[src/rtl/dfe_regs_pkg.sv]
// Shared constants for the dfe_top APB register bank: register map, CTRL fields,
// coefficient reset sets and the block ID.
package dfe_regs_pkg;

    localparam logic [7:0] OFF_CTRL   = 8'h00;
    localparam logic [7:0] OFF_N1     = 8'h04;
    localparam logic [7:0] OFF_N2     = 8'h18;
    localparam logic [7:0] OFF_COMMIT = 8'h2C;
    localparam logic [7:0] OFF_STATUS = 8'h30;
    localparam logic [7:0] OFF_ID     = 8'h34;

    localparam int unsigned NUM_SLOTS = 5;

    localparam int unsigned CTRL_FD_EN      = 0;
    localparam int unsigned CTRL_FD_BYP     = 1;
    localparam int unsigned CTRL_N1_EN      = 2;
    localparam int unsigned CTRL_N1_BYP     = 3;
    localparam int unsigned CTRL_N2_EN      = 4;
    localparam int unsigned CTRL_N2_BYP     = 5;
    localparam int unsigned CTRL_CIC_EN     = 6;
    localparam int unsigned CTRL_CIC_BYP    = 7;
    localparam int unsigned CTRL_CLKDIV_EN  = 8;
    localparam int unsigned CTRL_DEC_LSB    = 9;
    localparam int unsigned CTRL_WIDTH      = 12;

    localparam logic [CTRL_WIDTH-1:0] CTRL_RST = 12'h0AA;
    localparam logic [2:0]            MAX_DEC_K = 3'd4;

    // Slot 0 (b0) in the low 16 bits, a2 in the top 16 bits.
    localparam logic [79:0] N1_RST = {16'h3C38, 16'h6473, 16'h4000, 16'h678E, 16'h4000};
    localparam logic [79:0] N2_RST = {16'h3C38, 16'hC1EC, 16'h4000, 16'hC000, 16'h4000};

    localparam logic [31:0] ID_VALUE = 32'hDFE0_0001;

    typedef enum logic [2:0] {
        REG_CTRL,
        REG_N1,
        REG_N2,
        REG_COMMIT,
        REG_STATUS,
        REG_ID,
        REG_NONE
    } reg_sel_e;

endpackage

[src/rtl/dfe_coeff_bank.sv]
// Double-buffered notch coefficient set: shadow registers written over APB,
// copied to the active set in one edge on commit.
module dfe_coeff_bank
    import dfe_regs_pkg::*;
#(
    parameter int unsigned  DATA_WIDTH = 16,
    parameter logic [79:0]  RST_COEFF  = '0
) (
    input  logic                          clk_i,
    input  logic                          rst_ni,
    input  logic                          wr_en_i,
    input  logic [2:0]                    slot_i,
    input  logic [DATA_WIDTH-1:0]         wr_data_i,
    input  logic                          commit_i,
    output logic [DATA_WIDTH-1:0]         rd_data_o,
    output logic                          pending_o,
    output logic [NUM_SLOTS*DATA_WIDTH-1:0] active_o
);

    logic [DATA_WIDTH-1:0] shadow_q [NUM_SLOTS];
    logic [DATA_WIDTH-1:0] shadow_d [NUM_SLOTS];
    logic [DATA_WIDTH-1:0] active_q [NUM_SLOTS];
    logic [DATA_WIDTH-1:0] active_d [NUM_SLOTS];
    logic                  pending_q;
    logic                  pending_d;

    always_comb begin
        shadow_d  = shadow_q;
        active_d  = active_q;
        pending_d = pending_q;
        if (wr_en_i) begin
            for (int unsigned k = 0; k < NUM_SLOTS; k++) begin
                if (slot_i == 3'(k)) shadow_d[k] = wr_data_i;
            end
            pending_d = 1'b1;
        end
        if (commit_i) begin
            active_d  = shadow_q;
            pending_d = 1'b0;
        end
    end

    always_ff @(posedge clk_i or negedge rst_ni) begin
        if (!rst_ni) begin
            for (int unsigned k = 0; k < NUM_SLOTS; k++) begin
                shadow_q[k] <= DATA_WIDTH'(RST_COEFF[16*k +: 16]);
                active_q[k] <= DATA_WIDTH'(RST_COEFF[16*k +: 16]);
            end
            pending_q <= 1'b0;
        end else begin
            shadow_q  <= shadow_d;
            active_q  <= active_d;
            pending_q <= pending_d;
        end
    end

    always_comb begin
        rd_data_o = '0;
        active_o  = '0;
        for (int unsigned k = 0; k < NUM_SLOTS; k++) begin
            if (slot_i == 3'(k)) rd_data_o = shadow_q[k];
            active_o[k*DATA_WIDTH +: DATA_WIDTH] = active_q[k];
        end
    end

    assign pending_o = pending_q;

endmodule

[src/rtl/dfe_apb_regs.sv]
// APB3 register bank for dfe_top: CTRL (applies immediately), two double-buffered
// notch coefficient banks, commit/status/ID, with a configurable wait-state count.
module dfe_apb_regs
    import dfe_regs_pkg::*;
#(
    parameter int unsigned DATA_WIDTH  = 16,
    parameter int unsigned ADDR_WIDTH  = 8,
    parameter int unsigned WAIT_STATES = 0
) (
    input  logic                    CLK,
    input  logic                    RST,
    input  logic                    PSEL,
    input  logic                    PENABLE,
    input  logic                    PWRITE,
    input  logic [ADDR_WIDTH-1:0]   PADDR,
    input  logic [31:0]             PWDATA,
    output logic [31:0]             PRDATA,
    output logic                    PREADY,
    output logic                    PSLVERR,
    output logic [4:0]              ctrl_en,
    output logic [3:0]              ctrl_bypass,
    output logic [2:0]              cic_dec_factor,
    output logic [5*DATA_WIDTH-1:0] coeff_notch_1,
    output logic [5*DATA_WIDTH-1:0] coeff_notch_2
);

    logic [CTRL_WIDTH-1:0] ctrl_q, ctrl_d;
    logic [1:0]            cnt_q, cnt_d;
    logic                  access;
    logic [31:0]           off;
    reg_sel_e              sel;
    logic [2:0]            slot;
    logic                  err;
    logic                  wr_ok;
    logic [31:0]           rdata;
    logic [DATA_WIDTH-1:0] n1_rd, n2_rd;
    logic                  n1_pend, n2_pend;
    logic                  unused_bits;

    assign unused_bits = ^{PADDR[1:0], PWDATA};

    assign access = PSEL & PENABLE;
    assign off    = 32'({PADDR[ADDR_WIDTH-1:2], 2'b00});

    always_comb begin
        cnt_d = cnt_q;
        if (!access)                         cnt_d = '0;
        else if (cnt_q != 2'(WAIT_STATES))   cnt_d = cnt_q + 2'd1;
    end

    // Gated with RST so an access phase held across reset never reports completion.
    assign PREADY = access & (cnt_q == 2'(WAIT_STATES)) & RST;

    always_comb begin
        sel  = REG_NONE;
        slot = '0;
        if (off == 32'(OFF_CTRL))   sel = REG_CTRL;
        if (off == 32'(OFF_COMMIT)) sel = REG_COMMIT;
        if (off == 32'(OFF_STATUS)) sel = REG_STATUS;
        if (off == 32'(OFF_ID))     sel = REG_ID;
        for (int unsigned k = 0; k < NUM_SLOTS; k++) begin
            if (off == 32'(OFF_N1) + 32'(4*k)) begin
                sel  = REG_N1;
                slot = 3'(k);
            end
            if (off == 32'(OFF_N2) + 32'(4*k)) begin
                sel  = REG_N2;
                slot = 3'(k);
            end
        end
    end

    always_comb begin
        err   = 1'b0;
        rdata = '0;
        case (sel)
            REG_CTRL: begin
                rdata = 32'(ctrl_q);
                err   = PWRITE && (PWDATA[CTRL_DEC_LSB +: 3] > MAX_DEC_K);
            end
            REG_N1:     rdata = 32'(n1_rd);
            REG_N2:     rdata = 32'(n2_rd);
            REG_COMMIT: rdata = '0;
            REG_STATUS: begin
                rdata = {30'd0, n2_pend, n1_pend};
                err   = PWRITE;
            end
            REG_ID: begin
                rdata = ID_VALUE;
                err   = PWRITE;
            end
            default:    err = 1'b1;
        endcase
    end

    assign wr_ok   = PREADY & PWRITE & ~err;
    assign PRDATA  = PREADY ? rdata : '0;
    assign PSLVERR = PREADY & err;

    always_comb begin
        ctrl_d = ctrl_q;
        if (wr_ok && sel == REG_CTRL) ctrl_d = PWDATA[CTRL_WIDTH-1:0];
    end

    always_ff @(posedge CLK or negedge RST) begin
        if (!RST) begin
            ctrl_q <= CTRL_RST;
            cnt_q  <= '0;
        end else begin
            ctrl_q <= ctrl_d;
            cnt_q  <= cnt_d;
        end
    end

    assign ctrl_en        = {ctrl_q[CTRL_CLKDIV_EN], ctrl_q[CTRL_CIC_EN], ctrl_q[CTRL_N2_EN],
                             ctrl_q[CTRL_N1_EN], ctrl_q[CTRL_FD_EN]};
    assign ctrl_bypass    = {ctrl_q[CTRL_CIC_BYP], ctrl_q[CTRL_N2_BYP], ctrl_q[CTRL_N1_BYP],
                             ctrl_q[CTRL_FD_BYP]};
    assign cic_dec_factor = ctrl_q[CTRL_DEC_LSB +: 3];

    dfe_coeff_bank #(
        .DATA_WIDTH (DATA_WIDTH),
        .RST_COEFF  (N1_RST)
    ) u_bank_n1 (
        .clk_i     (CLK),
        .rst_ni    (RST),
        .wr_en_i   (wr_ok && sel == REG_N1),
        .slot_i    (slot),
        .wr_data_i (PWDATA[DATA_WIDTH-1:0]),
        .commit_i  (wr_ok && sel == REG_COMMIT && PWDATA[0]),
        .rd_data_o (n1_rd),
        .pending_o (n1_pend),
        .active_o  (coeff_notch_1)
    );

    dfe_coeff_bank #(
        .DATA_WIDTH (DATA_WIDTH),
        .RST_COEFF  (N2_RST)
    ) u_bank_n2 (
        .clk_i     (CLK),
        .rst_ni    (RST),
        .wr_en_i   (wr_ok && sel == REG_N2),
        .slot_i    (slot),
        .wr_data_i (PWDATA[DATA_WIDTH-1:0]),
        .commit_i  (wr_ok && sel == REG_COMMIT && PWDATA[1]),
        .rd_data_o (n2_rd),
        .pending_o (n2_pend),
        .active_o  (coeff_notch_2)
    );

endmodule

[config.mk]
export PLATFORM = sky130hd
export DESIGN_NAME = dfe_apb_regs
export DESIGN_NICKNAME = d
export VERILOG_FILES = /design/src/rtl/dfe_regs_pkg.sv /design/src/rtl/dfe_coeff_bank.sv /design/src/rtl/dfe_apb_regs.sv
export SDC_FILE = /design/constraint.sdc
export NUM_CORES = 1
export LEC_CHECK = 0
export BUFFER_PORTS_ARGS = -buffer_cell sky130_fd_sc_hd__buf_2
export CORE_ASPECT_RATIO = 1.1
export CORE_MARGIN = 2
export CORE_UTILIZATION = 55
export CTS_BUF_LIST = sky130_fd_sc_hd__clkbuf_2
export DETAILED_ROUTE_END_ITERATION = 10
export MAX_ROUTING_LAYER = met4
export PLACE_DENSITY = 0.85
export SYNTH_ARGS = -nofsm -noshare
export SYNTH_HDL_FRONTEND = slang
export SYNTH_HIERARCHICAL = 1
export SYNTH_SLANG_ARGS = --single-unit
[constraint.sdc]
create_clock -name CLK -period 5.2 [get_ports CLK]
set_clock_uncertainty 0.2 [all_clocks]
set_input_delay 0.78 -clock CLK [delete_from_list [all_inputs] [get_ports CLK]]
set_output_delay 0.78 -clock CLK [all_outputs]
set_load 0.01 [all_outputs]
==> results of run 1 <==
worst paths after layout:
path	end	from	depth (start not counted)	slack, ns
worst max-delay path	PRDATA[0]	PADDR[3]	14	0.59
worst min-delay path	u_bank_n1/shadow_q[77]	PWDATA[13]	2	0.13
worst max register to register	u_bank_n2/shadow_q[75]	cnt_q[0]	11	1.59
worst min register to register	u_bank_n1/active_o[27]	u_bank_n1/shadow_q[59]	1	0.29
max in group asynchronous	u_bank_n1/shadow_q[59]	RST	4	2.54
min in group asynchronous	u_bank_n1/active_o[41]	RST	2	0.20
logic make-up (layout without fill, tap and decap cells):
kind of cell | after synthesis | after routing
mux | 397 | 397
simple gates | 110 | 110
other cells | 1 | 8
buf+inv | 83 | 411
flops | 336 | 336
compound gates | 80 | 80
xor+xnor | 2 | 2
fa+ha+maj | 1 | 1
timing repair:
item / in CTS / in global routing
endpoints found under the hold margin: 47 / 0
hold buffers: 3 / 0
gates resized for setup: 0 / 0
state kept, by name, indices dropped and copies added, names as in the netlist:
signal               flops
ctrl_q                  12
u_bank_n1/shadow_q      80
u_bank_n1/active_o      80
u_bank_n2/active_o      80
u_bank_n1/pending_o      1
u_bank_n2/shadow_q      80
u_bank_n2/pending_o      1
cnt_q                    2
power breakdown:
group / total [mW] / internal [mW] / switching (mW)
Clock: 1.74 / 0.714 / 1.02
Sequential: 2.63 / 2.63 / 0.00777
Combinational: 0.197 / 0.0507 / 0.146
cell type report:
type                       instances  share of cell area (%)
sequential                       336                    49.9
multi-input combinational        596                    34.7
timing repair buffer             257                    8.16
clock buffer                     132                    3.87
tap                              357                    2.61
clock inverter                    17                   0.586
inverter                           5                   0.110
antenna                            2                  0.0293
stage by stage:
stage               utilization [%]  instances  power [mW]  area (um^2)  hold slack, ns
floorplan                         -       1015        2.76        14900           0.261
global placement               61.0       1548        2.87        16300           0.286
detailed placement             61.0       1548        2.88        16300           0.290
CTS                            63.9       1700        4.62        17100          0.0413
global route                   64.0       1702        4.79        17100          0.0554
finish                         64.0       1702        4.57        17100           0.126
worst max-delay path, cell delays in order:
cell and delay, ns:
sky130_fd_sc_hd__buf_2 0.18, sky130_fd_sc_hd__nand2b_1 0.24, sky130_fd_sc_hd__nor3b_1 0.23, sky130_fd_sc_hd__a31oi_1 0.09, sky130_fd_sc_hd__nor2_4 0.27, sky130_fd_sc_hd__buf_4 0.37, sky130_fd_sc_hd__nand2b_1 0.17, sky130_fd_sc_hd__nor2_1 0.06
sky130_fd_sc_hd__a221o_1 0.31, sky130_fd_sc_hd__nor4bb_1 0.14, sky130_fd_sc_hd__a31o_2 0.22, sky130_fd_sc_hd__o21ai_0 0.19, sky130_fd_sc_hd__a311oi_1 0.16, sky130_fd_sc_hd__buf_2 0.21
placed cells by master (no fill, tap or decap), types with 3 or more instances in the layout:
cell type and count:
sky130_fd_sc_hd__buf_2 225, sky130_fd_sc_hd__clkinv_1 10, sky130_fd_sc_hd__inv_1 5, sky130_fd_sc_hd__nor2_4 4, sky130_fd_sc_hd__a211oi_1 11, sky130_fd_sc_hd__nor3_1 6
sky130_fd_sc_hd__a21oi_1 6, sky130_fd_sc_hd__mux2_4 10, sky130_fd_sc_hd__dfstp_2 94, sky130_fd_sc_hd__nor4bb_4 4, sky130_fd_sc_hd__a221o_1 30, sky130_fd_sc_hd__o211ai_1 3
sky130_fd_sc_hd__dfrtp_1 242, sky130_fd_sc_hd__buf_4 27, sky130_fd_sc_hd__dlygate4sd3_1 3, sky130_fd_sc_hd__conb_1 6, sky130_fd_sc_hd__and3_1 3, sky130_fd_sc_hd__nand2b_1 5
sky130_fd_sc_hd__mux2_2 354, sky130_fd_sc_hd__clkbuf_2 132, sky130_fd_sc_hd__nand3_1 3, sky130_fd_sc_hd__nor2_1 43, sky130_fd_sc_hd__nand2_1 21, sky130_fd_sc_hd__a32oi_1 15
sky130_fd_sc_hd__mux2i_1 33
routing by layer:
metal / track usage (%) / up-vias
met5: - / -
met4: 9.50 / 0
met3: 6.34 / 75
met2: 41.3 / 366
met1: 33.4 / 5010
li1: - / 4275
==> metrics.cfg, run 1 <==
[logic_synthesis]
mappedNetlistArea_um2=14800
synth.cells.most_frequent=354 x sky130_fd_sc_hd__mux2_2, 242 x sky130_fd_sc_hd__dfrtp_1, 94 x sky130_fd_sc_hd__dfstp_2
synth-adder-area-share_pct=0.0843
seq_area_frac_synth_pct=57.5
synth.lib_cells_used.distinct=51
synth.most_common_cell=sky130_fd_sc_hd__mux2_2
synth_compound_gate_area_share_pct=4.76
simple_gate_share_of_the_synthesized_area_pct=4.18
postSynth.asyncResetShare_pct=100
synthesized_instance_count=1010
synth-edff-count=0
yosys.area_share.xor_xnor_pct=0.118
synth_top_cell_by_area=sky130_fd_sc_hd__dfrtp_1
post_synthesis_mux_area_share_pct=30.1
synth.avg_cell_area_um2=14.7
yosysWarnings=6
synth_ff_type=sky130_fd_sc_hd__dfrtp_1
synth_top_area_share_pct=40.8
netlist_top_cells_area=sky130_fd_sc_hd__dfrtp_1 41%, sky130_fd_sc_hd__mux2_2 27%, sky130_fd_sc_hd__dfstp_2 17%
dominant_combinational_cell_family_by_area_after_synthesis=multiplexers
postSynthRegisterBits=336

[timing]
worst-slew-pin-transition_ns=1.16
setup_ws_ns=0.591
period_share_pct=88.6
fmaxAchievable_mhz=217
final.setup.tns_ns=0
hold_violations=0
max-slew-margin-rel_pct=22.8
rsz0062_at_grt=false
timing.final.max_slew_violations=0
min_clock_period_post_route_ns=4.61
timing.final.setup_violations=0

[placement]
placement.io_buffers=226
place_congestion=0.858
dp_hpwl_um=24700
pre_cts_ws_ns=0.643

[status]
run_status=finished, final reports clean

[clocking]
htree_levels=3
cts_setup_buffers=0
clock_sinks=336
worst_setup_hold_path_clk_slew_ns=0.11
clock_insertion_delay_worst_skew_ns=0.83
cts.path.max_buffers=3
cts_root_buf=sky130_fd_sc_hd__clkbuf_2
cts_tree=built
cts-buffers-inserted=81

[setup_path]
critical_path.max_fanout=18
critPathArrivalTime_ns=3.63
critical_path_class=in2out
crit_path_end_kind=output pin
required_ns=4.22
worstSetupStartpointType=input port

[drt]
top_signal_layer_used=met4
detail-route-antenna-nets=0
drt-pass1-iter-count=5
route.detailed.wl_per_inst_um=21.0
drt_iter0_drc=659
detailroute.wirelength.met2_um=17400
totalWireLength_um=35800
drc=0
wirelength_met1_um=15000
post_drt_via_cell_ratio=5.71
wl_met3_um=2520
routed-via-count=9726

[grt]
grt_util_all_layers_pct=26.2
grt_max_degree=87
first_global_vias=10000
gr-total-overflow=0
grt_antenna_before_repair=2
first_pass_grt_wire_length_um=55700

[finish]
final.fill_count=1991
seq_area_um2=8530
finalNetCount=1323
multiInputGateArea_um2=5940
flow.area_growth_from_synthesis_pct=15.2
drive_above_1_share_pct=65.2

[floorplanning]
io_pins=251
die_x_um=161
chipHeight_um=176
floorplan.rows=63
placeableCoreArea_um2=26700
dieArea_um2=28300
floorplan.initialDensity_pct=55.5

[power]
power.static_leakage_nw=8.72
pwr_dens_nw_per_um2=267
vdd_drop_max_v=0.000185

[flow_run]
cap_viol_max_count=0

[hold_path]
min-delay-path-class=in2reg

No activity file was read; power rests on OpenSTA's default activity.
==> inputs of run 2 (changes only) <==
- MAX_ROUTING_LAYER: met4 -> default
- SETUP_SLACK_MARGIN: default -> 0.05
- clock period: 5.2 -> 5.5 ns (I/O delays scaled with it)
==> run 2 against run 1 <==
Net effect:
- non-clock buffer count fell by 7
- cell area barely moved
- sequential cell count did not move
- via count fell by 0.64%
- worst setup slack improved by 0.079 ns
- highest routed layer is now met5
- sequential share of layout area barely moved
- critical path type unchanged
- routed wire length fell by 0.43%
- global-route usage fell by 0.94 points
==> metrics.cfg, run 2 (synthesized netlist as in run 1, its figures left out) <==
[timing]
worst-slew-pin-transition_ns=1.16  ; about the same
max-slew-margin-rel_pct=22.2  ; was 22.8%
final.setup.tns_ns=0  ; unchanged
rsz0062_at_grt=false  ; unchanged
min_clock_period_post_route_ns=4.83
timing.final.max_slew_violations=0  ; unchanged
fmaxAchievable_mhz=207
timing.final.setup_violations=0  ; unchanged
hold_violations=0  ; unchanged
period_share_pct=87.8
final.hold.worst_slack_ns=0.169  ; was 0.126 ns

[drt]
drc=0  ; unchanged
route.detailed.wl_per_inst_um=21.0  ; about the same
drt-pass1-iter-count=5  ; unchanged
post_drt_via_cell_ratio=5.68  ; was 5.71
totalWireLength_um=35700  ; was 35800 um
routed-via-count=9664  ; was 9726
detail-route-antenna-nets=0  ; unchanged
drt_iter0_drc=708  ; was 659

[grt]
grt_util_all_layers_pct=25.3  ; was 26.2%
first_pass_grt_wire_length_um=55400  ; was 55700 um
grt_max_degree=163  ; was 87
met1_usage_pct=32.0  ; was 33.4%
use_met2_pct=41.9  ; was 41.3%
grt_antenna_before_repair=2  ; unchanged
gr-total-overflow=0  ; unchanged
first_global_vias=10000  ; about the same
globalRoute.busiestLayer=met2  ; unchanged
grt.met3_usage_pct=7.40  ; was 6.34%

[clocking]
worst_setup_hold_path_clk_slew_ns=0.11  ; about the same
cts_setup_buffers=0  ; unchanged
clock_sinks=336  ; unchanged
cts.path.max_buffers=3  ; unchanged
cts_root_buf=sky130_fd_sc_hd__clkbuf_2  ; unchanged
clock_insertion_delay_worst_skew_ns=0.84  ; was 0.83 ns
cts-buffers-inserted=83  ; was 81
cts_tree=built  ; unchanged
htree_levels=3  ; unchanged

[hold_path]
instance_count_along_the_most_critical_hold_path=2  ; unchanged
min-delay-path-class=in2reg  ; unchanged

[setup_path]
critical_path_class=in2out  ; unchanged
required_ns=4.47  ; was 4.22 ns
critical_path.n_buffers_inverters=4  ; was 3
critPathMaxStageDelay_ns=0.44  ; was 0.37 ns
timing.reg2reg.worst_path_depth=10  ; was 11
critical_path.max_fanout=15  ; was 18
crit_path_end_kind=output pin  ; unchanged
crit_family=buffers and inverters  ; was simple AND/OR/NAND/NOR gates
slowest_stage=sky130_fd_sc_hd__nor2_4  ; was sky130_fd_sc_hd__buf_4
worstPathCellList=buf_2 > nand2b_1 > nor3b_1 > a31oi_1 > nor2_4 > buf_4 > buf_4 > mux2_2 > a221o_1 > a32oi_1 > a211oi_1 > buf_2  ; was buf_2 > nand2b_1 > nor3b_1 > a31oi_1 > nor2_4 > buf_4 > nand2b_1 > nor2_1 > a221o_1 > nor4bb_1 > a31o_2 > o21ai_0 > a311oi_1 > buf_2
critPathArrivalTime_ns=3.80  ; was 3.63 ns
worstSetupStartpointType=input port  ; unchanged
stages_on_the_worst_setup_path=12  ; was 14

[status]
run_status=finished, final reports clean  ; unchanged

[placement]
placed_instance_count=1541  ; was 1548
place_congestion=0.835  ; was 0.858
placement.io_buffers=226  ; unchanged
detailed_place.area_um2=16300  ; about the same
dp_hpwl_um=24200  ; was 24700 um

[finish]
instances_no_fill=1701  ; was 1702
finalNetCount=1318  ; was 1323
final_cell_mix=354 x sky130_fd_sc_hd__mux2_2, 242 x sky130_fd_sc_hd__dfrtp_1, 225 x sky130_fd_sc_hd__buf_2  ; unchanged
flow.area_growth_from_synthesis_pct=15.3  ; was 15.2%
final_cell_area_um2=17100  ; about the same
final_common_cell=sky130_fd_sc_hd__mux2_2  ; unchanged
drive_above_1_share_pct=64.1  ; was 65.2%

[power]
post-layout-total-power_mw=4.36  ; was 4.57 mW
power.static_leakage_nw=8.69  ; was 8.72 nW
vdd_drop_max_v=0.000158  ; was 0.000185 V
pwr_dens_nw_per_um2=255  ; was 267 nW/um^2

[floorplanning]
placeableCoreArea_um2=26700  ; unchanged
io_pins=251  ; unchanged
die_x_um=161  ; unchanged
dieArea_um2=28300  ; unchanged
floorplan.initialDensity_pct=55.5  ; unchanged
chipHeight_um=176  ; unchanged
floorplan.rows=63  ; unchanged

[flow_run]
cap_viol_max_count=0  ; unchanged

-- run 2: where the power goes --
part           total, mW  switching, mW  internal, mW
clock               1.69          0.988         0.701
sequential          2.49        0.00723          2.48
combinational      0.185          0.138        0.0475
total               4.36           1.13          3.23
-- run 2: worst register-to-register path: stages (launching register included) --
cell and delay, ns:
sky130_fd_sc_hd__dfrtp_1 0.41, sky130_fd_sc_hd__inv_1 0.08, sky130_fd_sc_hd__ha_1 0.23, sky130_fd_sc_hd__nand4_2 0.52, sky130_fd_sc_hd__inv_1 0.28, sky130_fd_sc_hd__nand4_1 0.19, sky130_fd_sc_hd__a21oi_1 0.35, sky130_fd_sc_hd__and3_1 0.37
sky130_fd_sc_hd__nor4b_4 0.58, sky130_fd_sc_hd__buf_4 0.34, sky130_fd_sc_hd__mux2_2 0.36
-- run 2: final timing paths --
check / from / to / slack (ns)
worst max-delay path: PADDR[3] / PRDATA[8] / 0.67
worst min-delay path: PWDATA[12] / u_bank_n1/shadow_q[76] / 0.17
worst max register to register: cnt_q[0] / u_bank_n2/shadow_q[69] / 1.46
worst min register to register: u_bank_n1/shadow_q[53] / u_bank_n1/active_o[21] / 0.30
max in group asynchronous: RST / u_bank_n1/active_o[1] / 2.82
min in group asynchronous: RST / u_bank_n1/shadow_q[23] / 0.24
-- run 2: area by class of cell --
| cell class | count | area (um^2) |
|---|---|---|
| Fill cell | 2015 | 9620 |
| Timing Repair Buffer | 250 | 1370 |
| Multi-Input combinational cell | 596 | 5940 |
| Inverter | 5 | 18.8 |
| Tap cell | 357 | 447 |
| Antenna cell | 2 | 5.00 |
| Sequential cell | 336 | 8530 |
| Clock inverter | 31 | 184 |
| Clock buffer | 124 | 621 |
-- run 2: routing by layer --
metal | part of all wire [%] | vias up | routed length [um]
met2 | 49 | 361 | 17500
met4 | 2.3 | 2 | 819
li1 | - | 4269 | -
met3 | 7.7 | 65 | 2740
met5 | 0.031 | - | 11
met1 | 41 | 4967 | 14600
-- run 2: repair_timing --
| action | CTS | global route |
|---|---|---|
| hold buffers | 3 | 0 |
| resized for setup | 0 | 0 |
| hold endpoints to repair | 48 | 0 |
-- run 2: per-stage QoR --
step                      utilization (%)  setup slack, ns
after floorplan                         -            0.928
after global placement               60.9            0.801
after detailed placement             60.9            0.727
after CTS                            64.0            0.670
after global routing                 64.0            0.417
final                                64.0            0.670
